[src/rtl/uart_tx_arbiter_pkg.sv]
// Shared definitions for the uart_tx arbiter: FSM state encoding and default lock timeout.
package uart_tx_arbiter_pkg;

  typedef enum logic [1:0] {
    ST_IDLE  = 2'd0,
    ST_ISSUE = 2'd1,
    ST_HOLD  = 2'd2,
    ST_DRAIN = 2'd3
  } arb_state_e;

  // 1 ms at 48 MHz
  localparam int unsigned LOCK_TIMEOUT_DEFAULT = 32'd48000;

endpackage

[src/rtl/uart_tx_arbiter_rr_pick.sv]
// Combinational round-robin picker: first set bit of req at or above ptr, wrapping modulo N_REQ.
module uart_tx_arbiter_rr_pick #(
  parameter int N_REQ = 4,
  parameter int ID_W  = 2
) (
  input  logic [N_REQ-1:0] req,
  input  logic [ID_W-1:0]  ptr,
  output logic             found,
  output logic [ID_W-1:0]  idx
);

  logic [ID_W:0]   cand_s;
  logic [ID_W-1:0] cand_idx_s;

  // Scan from the farthest candidate down so the nearest one to ptr overwrites the rest
  always_comb begin
    found      = 1'b0;
    idx        = '0;
    cand_s     = '0;
    cand_idx_s = '0;
    for (int k = N_REQ - 1; k >= 0; k--) begin
      cand_s = {1'b0, ptr} + (ID_W+1)'(k);
      if (cand_s >= (ID_W+1)'(N_REQ)) begin
        cand_s = cand_s - (ID_W+1)'(N_REQ);
      end else begin
        cand_s = cand_s;
      end
      cand_idx_s = cand_s[ID_W-1:0];
      if (req[cand_idx_s]) begin
        found = 1'b1;
        idx   = cand_idx_s;
      end else begin
        found = found;
        idx   = idx;
      end
    end
  end

endmodule

[src/rtl/uart_tx_arbiter.sv]
// Round-robin, message-locking arbiter sharing one uart_tx between N_REQ requesters.
module uart_tx_arbiter
  import uart_tx_arbiter_pkg::*;
#(
  parameter int N_REQ        = 4,
  parameter int ID_W         = 2,
  parameter int LOCK_TIMEOUT = LOCK_TIMEOUT_DEFAULT
) (
  input  logic                 clk_48,
  input  logic                 reset,
  input  logic [N_REQ-1:0]     req_valid,
  input  logic [8*N_REQ-1:0]   req_data,
  input  logic [N_REQ-1:0]     req_last,
  output logic [N_REQ-1:0]     req_ready,
  input  logic                 uart_ready,
  output logic [7:0]           uart_data,
  output logic                 uart_strobe,
  output logic [ID_W-1:0]      grant_id,
  output logic                 locked,
  output logic                 lock_timeout
);

  localparam int CNT_W = (LOCK_TIMEOUT > 2) ? $clog2(LOCK_TIMEOUT) : 1;

  arb_state_e       state_r, state_s;
  logic [ID_W-1:0]  rr_ptr_r, rr_ptr_s;
  logic [ID_W-1:0]  grant_id_r, grant_id_s;
  logic             locked_r, locked_s;
  logic [CNT_W-1:0] cnt_r, cnt_s;
  logic [7:0]       uart_data_r, uart_data_s;
  logic             uart_strobe_r, uart_strobe_s;
  logic [N_REQ-1:0] req_ready_r, req_ready_s;
  logic             lock_timeout_r, lock_timeout_s;
  logic             pick_found_s;
  logic [ID_W-1:0]  pick_idx_s;

  function automatic logic [ID_W-1:0] next_idx(input logic [ID_W-1:0] i);
    if (i == ID_W'(N_REQ - 1)) begin
      return '0;
    end else begin
      return i + ID_W'(1);
    end
  endfunction

  uart_tx_arbiter_rr_pick #(
    .N_REQ (N_REQ),
    .ID_W  (ID_W)
  ) u_rr_pick (
    .req   (req_valid),
    .ptr   (rr_ptr_r),
    .found (pick_found_s),
    .idx   (pick_idx_s)
  );

  // Next-state and next-output logic; pulses and the timeout counter default to cleared
  always_comb begin
    state_s        = state_r;
    rr_ptr_s       = rr_ptr_r;
    grant_id_s     = grant_id_r;
    locked_s       = locked_r;
    cnt_s          = '0;
    uart_data_s    = uart_data_r;
    uart_strobe_s  = 1'b0;
    req_ready_s    = '0;
    lock_timeout_s = 1'b0;
    case (state_r)
      ST_IDLE: begin
        if (locked_r) begin
          if (req_valid[grant_id_r]) begin
            if (uart_ready) begin
              state_s = ST_ISSUE;
            end else begin
              state_s = ST_IDLE;
            end
          end else if (cnt_r == CNT_W'(LOCK_TIMEOUT - 1)) begin
            // Owner went silent mid-message: release so others are not starved
            locked_s       = 1'b0;
            rr_ptr_s       = next_idx(grant_id_r);
            lock_timeout_s = 1'b1;
          end else begin
            cnt_s = cnt_r + CNT_W'(1);
          end
        end else if (uart_ready && pick_found_s) begin
          grant_id_s = pick_idx_s;
          state_s    = ST_ISSUE;
        end else begin
          state_s = ST_IDLE;
        end
      end
      ST_ISSUE: begin
        uart_data_s             = req_data[{grant_id_r, 3'b000} +: 8];
        uart_strobe_s           = 1'b1;
        req_ready_s[grant_id_r] = 1'b1;
        if (req_last[grant_id_r]) begin
          locked_s = 1'b0;
          rr_ptr_s = next_idx(grant_id_r);
        end else begin
          locked_s = 1'b1;
        end
        state_s = ST_HOLD;
      end
      // uart_ready may still read high for one cycle after the strobe
      ST_HOLD: begin
        state_s = ST_DRAIN;
      end
      ST_DRAIN: begin
        if (uart_ready) begin
          state_s = ST_IDLE;
        end else begin
          state_s = ST_DRAIN;
        end
      end
      default: begin
        state_s = ST_IDLE;
      end
    endcase
  end

  // State and output registers with synchronous reset
  always_ff @(posedge clk_48) begin
    if (reset) begin
      state_r        <= ST_IDLE;
      rr_ptr_r       <= '0;
      grant_id_r     <= '0;
      locked_r       <= 1'b0;
      cnt_r          <= '0;
      uart_data_r    <= 8'h00;
      uart_strobe_r  <= 1'b0;
      req_ready_r    <= '0;
      lock_timeout_r <= 1'b0;
    end else begin
      state_r        <= state_s;
      rr_ptr_r       <= rr_ptr_s;
      grant_id_r     <= grant_id_s;
      locked_r       <= locked_s;
      cnt_r          <= cnt_s;
      uart_data_r    <= uart_data_s;
      uart_strobe_r  <= uart_strobe_s;
      req_ready_r    <= req_ready_s;
      lock_timeout_r <= lock_timeout_s;
    end
  end

  assign req_ready    = req_ready_r;
  assign uart_data    = uart_data_r;
  assign uart_strobe  = uart_strobe_r;
  assign grant_id     = grant_id_r;
  assign locked       = locked_r;
  assign lock_timeout = lock_timeout_r;

endmodule

[config.mk]
export PLATFORM = sky130hd
export DESIGN_NAME = uart_tx_arbiter
export DESIGN_NICKNAME = d
export VERILOG_FILES = /design/src/rtl/uart_tx_arbiter_pkg.sv /design/src/rtl/uart_tx_arbiter_rr_pick.sv /design/src/rtl/uart_tx_arbiter.sv
export SDC_FILE = /design/constraint.sdc
export NUM_CORES = 1
export LEC_CHECK = 0
export ABC_AREA = 1
export CAP_MARGIN = 20
export CELL_PAD_IN_SITES_DETAIL_PLACEMENT = 1
export CELL_PAD_IN_SITES_GLOBAL_PLACEMENT = 2
export CORE_UTILIZATION = 22
export CTS_CLUSTER_SIZE = 8
export DETAILED_ROUTE_END_ITERATION = 16
export PLACE_DENSITY = 0.72
export SETUP_SLACK_MARGIN = 0.15
export SLEW_MARGIN = 25
export SYNTH_ARGS = -nofsm -noshare
export SYNTH_HDL_FRONTEND = slang
export SYNTH_SLANG_ARGS = --single-unit
[constraint.sdc]
create_clock -name clk_48 -period 1.4 [get_ports clk_48]
set_input_delay 0.35 -clock clk_48 [delete_from_list [all_inputs] [get_ports clk_48]]
set_output_delay 0.35 -clock clk_48 [all_outputs]
set_load 0.005 [all_outputs]
==> impl.org, run 1 <==
** Run status
- The run finished with clean final reports.

** Timing
- Max-slew headroom :: 0.741
- Of the available clock period, the critical path in the final layout requires 0.988.
- The max-slew violation count is 0.
- Slew @ Worst Pin :: between 0.3 and 0.4 ns
- Unrepaired setup endpoints after global routing :: true
- Number of setup violations in the final report :: 0
- Max Clock Skew :: about 0.0072 ns
- After layout, the worst setup slack is ~0.016 ns.
- The total count of hold-check failures in the final report is 0.
- Minimum clock period :: around 1.4 ns
- Max frequency :: between 700 and 800 MHz

** Synth
- Post-synthesis cell type count :: 32
- Synth Instances :: between 300 and 400
- After synthesis, the share of flip-flops with an asynchronous set or reset is 0.
- Dominant register cell in the synthesized netlist :: dfxtp_1
- Summed instance area of the synthesized netlist :: 2090 um^2
- The share of synthesized area in the top cell type comes to 0.354.
- For this run, the number of Yosys warnings is 0.
- Post-synthesis area per instance :: 6.69 um^2
- EDFF count, synth :: 0
- Main area contributors after synthesis :: dfxtp_1 35%, nor2_1 12%, nand2_1 8.1%
- Synthesis produced a netlist with a net count of about 360.
- Top cell type by total area after synthesis :: dfxtp_1
- Synthesis inferred 37 register bits.
- Register area share after synthesis :: 0.354

** Detailed routing
- Drt pass-1 iters :: 4
- The count of nets left with antenna violations once routing finished came out at 0.
- Post-route DRC violation count :: 0
- For this block, the initial DRC count from the detailed router was 35.
- Via count :: roughly 2,400
- The routed design has between 6000 and 7000 um of wire.
- In the final routed layout, each cell accounts on average for around 13 um.
- Via density :: between 4 and 5

** Floorplanning
- Total die area :: 9910 um^2
- Die Span X :: roughly 100 um
- The floorplan has 35 rows.
- Top-Level Pins :: 60
- For this configuration, the core starts out at a cell density of 0.227.
- Chip Height :: 99.5 um
- Area of the placeable core :: 9240 um^2

** Worst setup path
- At the worst endpoint, the arrival time is ~1.6 ns.
- Maximum fanout along the worst path :: 4
- STA classifies the critical path endpoint as a register.
- Crit path kind :: register to register
- Worst r2r src :: cnt_r[0]
- Kind of start point of the critical path :: register
- Required time of the critical path :: around 1.6 ns
- Worst setup path start :: cnt_r[0]

** Placement
- The HPWL after detailed placement is slightly above 5000 um.
- Routability-driven placement finished with a final weighted congestion of 0.706.
- Input and output buffers added on the ports amount to about 60.
- Post-place setup slack :: -0.473 ns
- DP Area :: between 3000 and 4000 um^2

** Min path
- In this run the most critical hold path is launched from cnt_r[0].
- The min-delay analysis places its worst path in the category register to register.

** Power and ir drop
- Summing internal, switching and leakage power gives between 3 and 4 mW.
- Proportion of power drawn by the clock network :: 0.219
- Relative contribution of combinational cells to total power :: 0.435
- Of the total power, the share spent switching nets is 0.358.
- For this design the total switching power over the nets is approximately 1.3 mW.
- The worst-case IR drop observed on VDD is ~0.36 mV.
- The internal portion of the total power is about 2.3 mW.
- The share of total power dissipated in sequential elements is 0.346.
- Dividing total power by cell area gives a power density of 1010 nW/um^2.
- P_leak :: about 1.5 nW

** Global route
- Gr busiest metal :: met2
- For this run, global-route usage on met2 was measured as 0.269.
- Entering global routing, the biggest net connects 17 pins.
- M3 GR Usage :: 0.0176
- Via count of the first global-routing pass :: around 2,500
- For this run, global-route usage on met1 was measured as 0.169.
- Aggregate global routing overflow :: 0
- Across every metal layer, demand over resource in global routing totals 0.143.
- Antenna violations before repair :: 0
- The first global-routing pass estimated 11,400 um of wire.

** Clock network
- Number of buffers inserted during clock tree synthesis :: 5
- CTS placed an instance of clkbuf_8 at the clock tree root.
- CTS tree :: yes
- Skew-Pair Late Insertion Delay :: between 0.2 and 0.3 ns
- Worst-case clock buffer depth :: 2
- Post-CTS Hold Buffers :: 0
- Total number of H-tree levels :: 2
- After clock tree synthesis, the clock-pin slew on the worst setup and hold paths is 0.07 ns.
- The clock net in this run drives a total of 37 sinks.

** Layout
- Leading cell type in the layout, fill and taps excluded :: nor2_1
- Share of layout cells above drive strength 1 :: 0.333
- Top library cells by usage in the layout, fill and taps aside :: 56 x nor2_1, 38 x clkdlybuf4s50_1, 36 x inv_1
- The final layout contains about 460 nets.
- Post-route standard cell area excluding fillers :: 3510 um^2
- Area growth syn-to-layout :: 67.7%
- Number of diodes added for antenna fixing :: 0
- Post-Route Utilization :: 0.380

** Job
- Max-cap violations in this run came to 0.
Yosys cell counts, types with 5 or more instances:
cell	number
a21oi_1	9
nand2_1	45
nor3_1	5
o22ai_1	8
dfxtp_1	37
o21ai_0	30
o21ai_1	6
inv_1	41
ha_1	5
xor2_1	6
nand3_1	20
nor2_1	68
cells by family after synthesis:
kind of cell / after synthesis / synth area share
AOI/OAI and AO/OA: 58 / 0.150
xor gates and xnor gates: 10 / 0.0418
adders and majority gates: 5 / 0.0299
buffers and inverters: 52 / 0.102
DFF: 37 / 0.354
and+or+nand+nor: 151 / 0.322
stage by stage:
stage / std cells / TNS, ns / hold WS (ns)
finish: 543 / 0 / 0.444
global route: 543 / -0.717 / 0.466
CTS: 537 / -0.0251 / 0.446
detailed placement: 520 / -8.04 / 0.437
global placement: 520 / -7.37 / 0.433
floorplan: 313 / 0 / 0.419
cell type report:
type	instances	area (um^2)
Fill cell	1140	5730
Multi-Input combinational cell	224	1410
Timing Repair Buffer	100	893
Sequential cell	37	766
Inverter	44	183
Tap cell	129	161
Clock buffer	8	90.1
Timing Repair inverter	1	6.26
worst max-delay path, cell delays in order, from the launching register on:
cell and delay, ns:
dfxtp_4 0.37, ha_4 0.13, inv_4 0.05, nor3_4 0.26, nand4_1 0.16, nand2_2 0.14
nand3_2 0.07, nand2_2 0.07, nor2_2 0.03
what timing repair did:
action,CTS,global route
pin swaps,10,18
setup buffers,8,6
setup endpoints to repair,46,41
cloned,1,0
gates resized for setup,80,65
layer usage:
layer  up-vias  part of all wire
li1       1206                 -
met3         6             0.018
met1      1134              0.44
met4         0             0.012
met2        24              0.53
met5         -                 0
power groups by stage:
stage | sequential, mW | combinational, mW | clock, mW
floorplan | 1.26 | 0.687 | 0
global placement | 1.27 | 1.22 | 0
detailed placement | 1.27 | 1.23 | 0
CTS | 1.22 | 1.39 | 0.811
global route | 1.24 | 1.70 | 0.856
finish | 1.22 | 1.54 | 0.775
sequential cells by signal, indices dropped and copies added, names as in the netlist:
register and flops:
req_ready 4, rr_ptr_r 2, state_r 2, cnt_r 16
lock_timeout 1, uart_data 8, locked 1, grant_id 2
uart_strobe 1
final timing paths:
check	to	slack [ns]	cells after the start
worst max-delay path	rr_ptr_r[1]	0.02	8
worst min-delay path	cnt_r[0]	0.44	1
worst max register to register	rr_ptr_r[1]	0.02	8
worst min register to register	cnt_r[0]	0.44	1
Power figures use the tool's default switching activity.
==> run 2, diff against run 1 <==
SLEW_MARGIN = 20   (was 25)
==> results of run 2 <==
Same layout as run 1: the final DEF is identical, and so are final timing and power.
==> run 3, diff against run 2 <==
GPL_TIMING_DRIVEN = 1   (was default)
==> results of run 3 <==
Same layout as run 1: the final DEF is identical, and so are final timing and power.
